--- config.mk ---
export PLATFORM = sky130hd
export DESIGN_NAME = npu_ctrl_sequencer
export DESIGN_NICKNAME = d
export VERILOG_FILES = /design/src/rtl/npu_ctrl_sequencer.sv
export SDC_FILE = /design/constraint.sdc
export NUM_CORES = 1
export LEC_CHECK = 0
export BUFFER_PORTS_ARGS = -buffer_cell sky130_fd_sc_hd__buf_2
export CAP_MARGIN = 20
export CELL_PAD_IN_SITES_DETAIL_PLACEMENT = 0
export CELL_PAD_IN_SITES_GLOBAL_PLACEMENT = 1
export CORE_MARGIN = 2
export CORE_UTILIZATION = 45
export CTS_CLUSTER_DIAMETER = 30
export DETAILED_ROUTE_END_ITERATION = 10
export PLACE_DENSITY_LB_ADDON = 0.1
export SYNTH_ARGS = -nofsm -noshare
export SYNTH_HDL_FRONTEND = slang
export SYNTH_SLANG_ARGS = --single-unit
--- constraint.sdc ---
create_clock -name CLKEXT -period 4.3 [get_ports CLKEXT]
set_clock_uncertainty 0.15 [all_clocks]
set_input_delay 0.86 -clock CLKEXT [delete_from_list [all_inputs] [get_ports CLKEXT]]
set_output_delay 0.86 -clock CLKEXT [all_outputs]
set_load 0.03 [all_outputs]
--- src/rtl/npu_ctrl_sequencer.sv ---
// npu_ctrl_sequencer: generates the manual 8-bit NPU control word for one job
// (clear, input load, MAC, ReLU, PISO latch, byte shift-out) repeated per layer.
//
// Handshakes: an input beat is transferred on every cycle where IN_READY and
// IN_VALID are both high. An output byte is transferred on every SHIFT cycle
// where FULL is low, and WR_EN marks exactly those cycles.
module npu_ctrl_sequencer #(
  parameter int CW = 4,
  parameter int LW = 2
) (
  input  logic          CLKEXT,
  input  logic          RST_GLO,
  input  logic          START,
  input  logic          ABORT,
  input  logic [CW-1:0] CFG_N_IN,
  input  logic [CW-1:0] CFG_MAC_CYC,
  input  logic [CW-1:0] CFG_N_OUT,
  input  logic [LW-1:0] CFG_LAYERS,
  input  logic          IN_VALID,
  input  logic          FULL,
  output logic          IN_READY,
  output logic [7:0]    CTRL,
  output logic          WR_EN,
  output logic          BUSY,
  output logic          DONE,
  output logic [LW-1:0] LAYER,
  output logic [3:0]    DBG_STATE
);

  localparam logic [3:0] S_IDLE  = 4'd0;
  localparam logic [3:0] S_CLR   = 4'd1;
  localparam logic [3:0] S_LOAD  = 4'd2;
  localparam logic [3:0] S_MAC   = 4'd3;
  localparam logic [3:0] S_RELU  = 4'd4;
  localparam logic [3:0] S_LATCH = 4'd5;
  localparam logic [3:0] S_SHIFT = 4'd6;
  localparam logic [3:0] S_NEXT  = 4'd7;
  localparam logic [3:0] S_DONE  = 4'd8;

  localparam logic [CW-1:0] C_ONE = CW'(1);
  localparam logic [LW:0]   L_ONE = (LW+1)'(1);

  logic [3:0]    state_q, state_d;
  logic [CW-1:0] cnt_q, cnt_d;
  logic [CW-1:0] n_in_q, n_in_d;
  logic [CW-1:0] mac_q, mac_d;
  logic [CW-1:0] n_out_q, n_out_d;
  logic [LW-1:0] layers_q, layers_d;
  logic [LW-1:0] layer_q, layer_d;

  logic [LW:0] eff_layers;
  logic [LW:0] layer_inc;

  // Layer count of zero behaves as a single layer; compare one bit wider so
  // layer+1 never wraps.
  always_comb begin
    eff_layers = (layers_q == '0) ? L_ONE : {1'b0, layers_q};
    layer_inc  = {1'b0, layer_q} + L_ONE;
  end

  // Next-state and counter logic; ABORT overrides every other transition.
  always_comb begin
    state_d  = state_q;
    cnt_d    = cnt_q;
    n_in_d   = n_in_q;
    mac_d    = mac_q;
    n_out_d  = n_out_q;
    layers_d = layers_q;
    layer_d  = layer_q;
    case (state_q)
      S_IDLE: begin
        if (START && !ABORT) begin
          n_in_d   = CFG_N_IN;
          mac_d    = CFG_MAC_CYC;
          n_out_d  = CFG_N_OUT;
          layers_d = CFG_LAYERS;
          cnt_d    = '0;
          layer_d  = '0;
          state_d  = S_CLR;
        end
      end
      S_CLR: begin
        cnt_d = '0;
        if (n_in_q != '0)     state_d = S_LOAD;
        else if (mac_q != '0) state_d = S_MAC;
        else                  state_d = S_RELU;
      end
      S_LOAD: begin
        if (IN_VALID) begin
          if (cnt_q == n_in_q - C_ONE) begin
            cnt_d   = '0;
            state_d = (mac_q != '0) ? S_MAC : S_RELU;
          end else begin
            cnt_d = cnt_q + C_ONE;
          end
        end
      end
      S_MAC: begin
        if (cnt_q == mac_q - C_ONE) begin
          cnt_d   = '0;
          state_d = S_RELU;
        end else begin
          cnt_d = cnt_q + C_ONE;
        end
      end
      S_RELU: state_d = S_LATCH;
      S_LATCH: begin
        cnt_d   = '0;
        state_d = (n_out_q != '0) ? S_SHIFT : S_NEXT;
      end
      S_SHIFT: begin
        if (!FULL) begin
          if (cnt_q == n_out_q - C_ONE) begin
            cnt_d   = '0;
            state_d = S_NEXT;
          end else begin
            cnt_d = cnt_q + C_ONE;
          end
        end
      end
      S_NEXT: begin
        if (layer_inc < eff_layers) begin
          layer_d = layer_inc[LW-1:0];
          state_d = S_CLR;
        end else begin
          state_d = S_DONE;
        end
      end
      S_DONE: begin
        layer_d = '0;
        state_d = S_IDLE;
      end
      default: begin
        cnt_d   = '0;
        layer_d = '0;
        state_d = S_IDLE;
      end
    endcase
    if (ABORT) begin
      state_d = S_IDLE;
      cnt_d   = '0;
      layer_d = '0;
    end
  end

  // State, counter and shadow-config registers.
  always_ff @(posedge CLKEXT or negedge RST_GLO) begin
    if (!RST_GLO) begin
      state_q  <= S_IDLE;
      cnt_q    <= '0;
      n_in_q   <= '0;
      mac_q    <= '0;
      n_out_q  <= '0;
      layers_q <= '0;
      layer_q  <= '0;
    end else begin
      state_q  <= state_d;
      cnt_q    <= cnt_d;
      n_in_q   <= n_in_d;
      mac_q    <= mac_d;
      n_out_q  <= n_out_d;
      layers_q <= layers_d;
      layer_q  <= layer_d;
    end
  end

  // Output decode from registered state; only the two handshake strobes see inputs.
  always_comb begin
    IN_READY  = (state_q == S_LOAD);
    CTRL      = 8'h00;
    CTRL[7]   = IN_READY & IN_VALID;
    CTRL[6]   = (state_q == S_CLR);
    CTRL[5]   = (state_q == S_MAC);
    CTRL[4]   = (state_q == S_CLR);
    CTRL[3]   = (state_q == S_RELU);
    CTRL[2]   = (state_q == S_SHIFT) & ~FULL;
    CTRL[1]   = (state_q == S_LATCH);
    CTRL[0]   = (state_q == S_CLR);
    WR_EN     = (state_q == S_SHIFT) & ~FULL;
    BUSY      = (state_q != S_IDLE);
    DONE      = (state_q == S_DONE);
    LAYER     = layer_q;
    DBG_STATE = state_q;
  end

endmodule

==> impl_metrics.ini <==
[run_status]
status = finished, final reports clean

[sta]
final.setup.tns_ns = 0
setup_slack_ns = 1.51
slew_headroom_pct = 47.3
final-setup-viol-count = 0
hold_viol = 0
max_freq_mhz = 359
max_slew.worst_pin.slew_ns = 0.791
rsz0062_at_grt = false
fin_crit_ns = 2.79
drv_slew = 0
fin_crit_sh_pct = 64.8

[logic_synthesis]
syn_area_um2 = 1710
yosys-top-cells-count = dfrtp_1 (24), xnor2_1 (18), nor3_1 (11), mux2_4 (10), nor2_1 (10)
ys_warn_count = 0
synth_edf_count = 0
synth.most_common_cell = dfrtp_1
synthTopCellsByArea = dfrtp_1 (35%), xnor2_1 (9.2%), mux2_4 (8.8%), mux2_2 (4.6%), ha_1 (4.4%)
synth.avg_cell_area_um2 = 10.3
synth_top_cell_by_area = dfrtp_1
synth_seq_cells = 24
synth_nets = 193
ys_seq_area_share_pct = 35.0
synth_top_area_share_pct = 35.0
yosysUniqueCellTypes = 46
synth_cells = 166
async_reset_ff_share_pct = 100
ys.flop_type = dfrtp_1

[setup_path]
crit_type = flip-flop to output port
path_cells = nand2b_1, nor3_1, and2_1, buf_2
startpoint_type = flip-flop
cp.required_ns = 3.29
cp_slowest_cell = dfrtp_1
critPathMaxStageDelay_ns = 0.54
cp_max_fo = 15
cp-end-kind = output port
worst-endpoint-arrival_ns = 1.78

[clock_network]
clk_path_buf_depth = 2
htree_num_levels = 1
clk_latency_ns = 0.27
cts_buffers = 3
postCtsHoldBufs = 0
postCtsSetupRepairBufs = 0
cts-resized-gates = 0
root_buffer = clkbuf_8
cts_tree = built
path_clk_slew_ns = 0.09
clock-sinks = 24

[die]
core_um2 = 3660
io_pins = 38
start_util_pct = 46.8
die_w_um = 65.7
rows = 22
die_h_um = 65.7
dieArea_um2 = 4320

[global_route]
grt_max_degree = 25
antenna_found_initial = 0
grt_pass1_wl_mm = 6.00
gr-total-overflow = 0
grt_use_total_pct = 18.5
grt_pass1_vias = 1225

[routing]
wl_met3_um = 206
wl_met2_mm = 1.65
vias = 1294
viasPerCell = 5.39
drt-pass1-iter-count = 4
wl_per_cell_um = 15.2
wl_met1_mm = 1.75
ant_nets = 0
drc = 0
routed.top_layer = met4
wl_mm = 3.66
drtIter0Drc = 94

[finish]
fillers = 353
drive_gt1_share_pct = 34.4
nets = 220
utilization_pct = 52.7
diodes = 0
syn_to_final_growth_pct = 12.6

[power_and_ir_drop]
power.density_nw_per_um2 = 683
max-vdd-ir-drop_uv = 305
leakagePower_nw = 0.908

[placement]
place.port_buffers = 37
hpwl_mm = 2.72
gp_congestion = 0.801
dp_slack_ns = 1.74

[min_path]
min_path_type = flip-flop to flip-flop

[flow_run]
maxCapViolCount = 0
==> path summary, 6_finish.rpt <==
check,to,depth (start not counted),startpoint,slack (ns)
max,CTRL[7],4,DBG_STATE[0],1.51
min,layers_q[0],1,layers_q[0],0.38
max reg2reg,n_in_q[0],3,DBG_STATE[1],1.74
min reg2reg,layers_q[0],1,layers_q[0],0.38
max in group asynchronous,mac_q[1],1,RST_GLO,3.22
min in group asynchronous,DBG_STATE[2],1,RST_GLO,0.41
==> kinds of logic after synthesis <==
kind of cell,synth area share [%]
muxes,14.5
buffers and inverters,7.88
xor gates and xnor gates,10.2
AOI/OAI and AO/OA,10.1
adders and majority gates,5.55
DFF,35.0
and+or+nand+nor,16.7
==> sequential cells by signal (all words and copies together) (netlist names) <==
| name | count |
|---|---|
| DBG_STATE | 4 |
| LAYER | 2 |
| cnt_q | 4 |
| layers_q | 2 |
| mac_q | 4 |
| n_in_q | 4 |
| n_out_q | 4 |
==> critical path, delay by kind of cell (launching register included) <==
family                 cells  cell delay [ns]
flip-flops                 1             0.54
AND/OR/NAND/NOR            3             0.78
buffers and inverters      1             0.19
==> stage by stage <==
step	instance area [µm²]	hold slack [ns]	std cells	power (mW)
2_1_floorplan	1710	0.331	166	1.01
3_3_place_gp	1860	0.351	236	1.11
3_5_place_dp	1860	0.357	236	1.12
4_1_cts	1930	0.378	240	1.33
5_1_grt	1930	0.413	240	1.41
6_report	1930	0.378	240	1.32
==> layer usage <==
| metal | GRT usage (%) | vias to the layer above |
|---|---|---|
| met2 | 28.2 | 37 |
| met3 | 2.91 | 7 |
| met4 | 6.77 | 0 |
| met1 | 26.4 | 619 |
| met5 | 0 | - |
| li1 | - | 631 |
==> power breakdown <==
| group | internal, mW | switching (mW) | leakage (nW) |
|---|---|---|---|
| combinational | 0.339 | 0.348 | 0.570 |
| clock | 0.125 | 0.0774 | 0.0357 |
| sequential | 0.305 | 0.125 | 0.303 |
==> cell type report <==
type,instances,area (µm²),area share (%)
Clock buffer,3,41.3,2.14
Clock inverter,1,30.0,1.56
Inverter,9,33.8,1.75
Multi-Input combinational cell,118,978,50.7
Sequential cell,24,601,31.1
Tap cell,48,60.1,3.11
Timing Repair Buffer,37,185,9.60
==> placed cells by master, fill, tap and decap left out, types with 2 or more instances in the layout <==
| cell type | instances |
|---|---|
| a21oi_1 | 7 |
| a22o_1 | 2 |
| a311oi_1 | 2 |
| buf_2 | 37 |
| clkbuf_8 | 3 |
| dfrtp_1 | 24 |
| ha_1 | 6 |
| inv_1 | 9 |
| mux2_2 | 7 |
| mux2_4 | 10 |
| mux2i_1 | 2 |
| nand2_1 | 2 |
| nand2b_1 | 5 |
| nand3_1 | 4 |
| nor2_1 | 10 |
| nor2b_1 | 4 |
| nor3_1 | 11 |
| nor3b_1 | 2 |
| or3b_2 | 2 |
| xnor2_1 | 18 |
| xor2_1 | 2 |
Note: power is estimated with default switching activity, not from simulation.
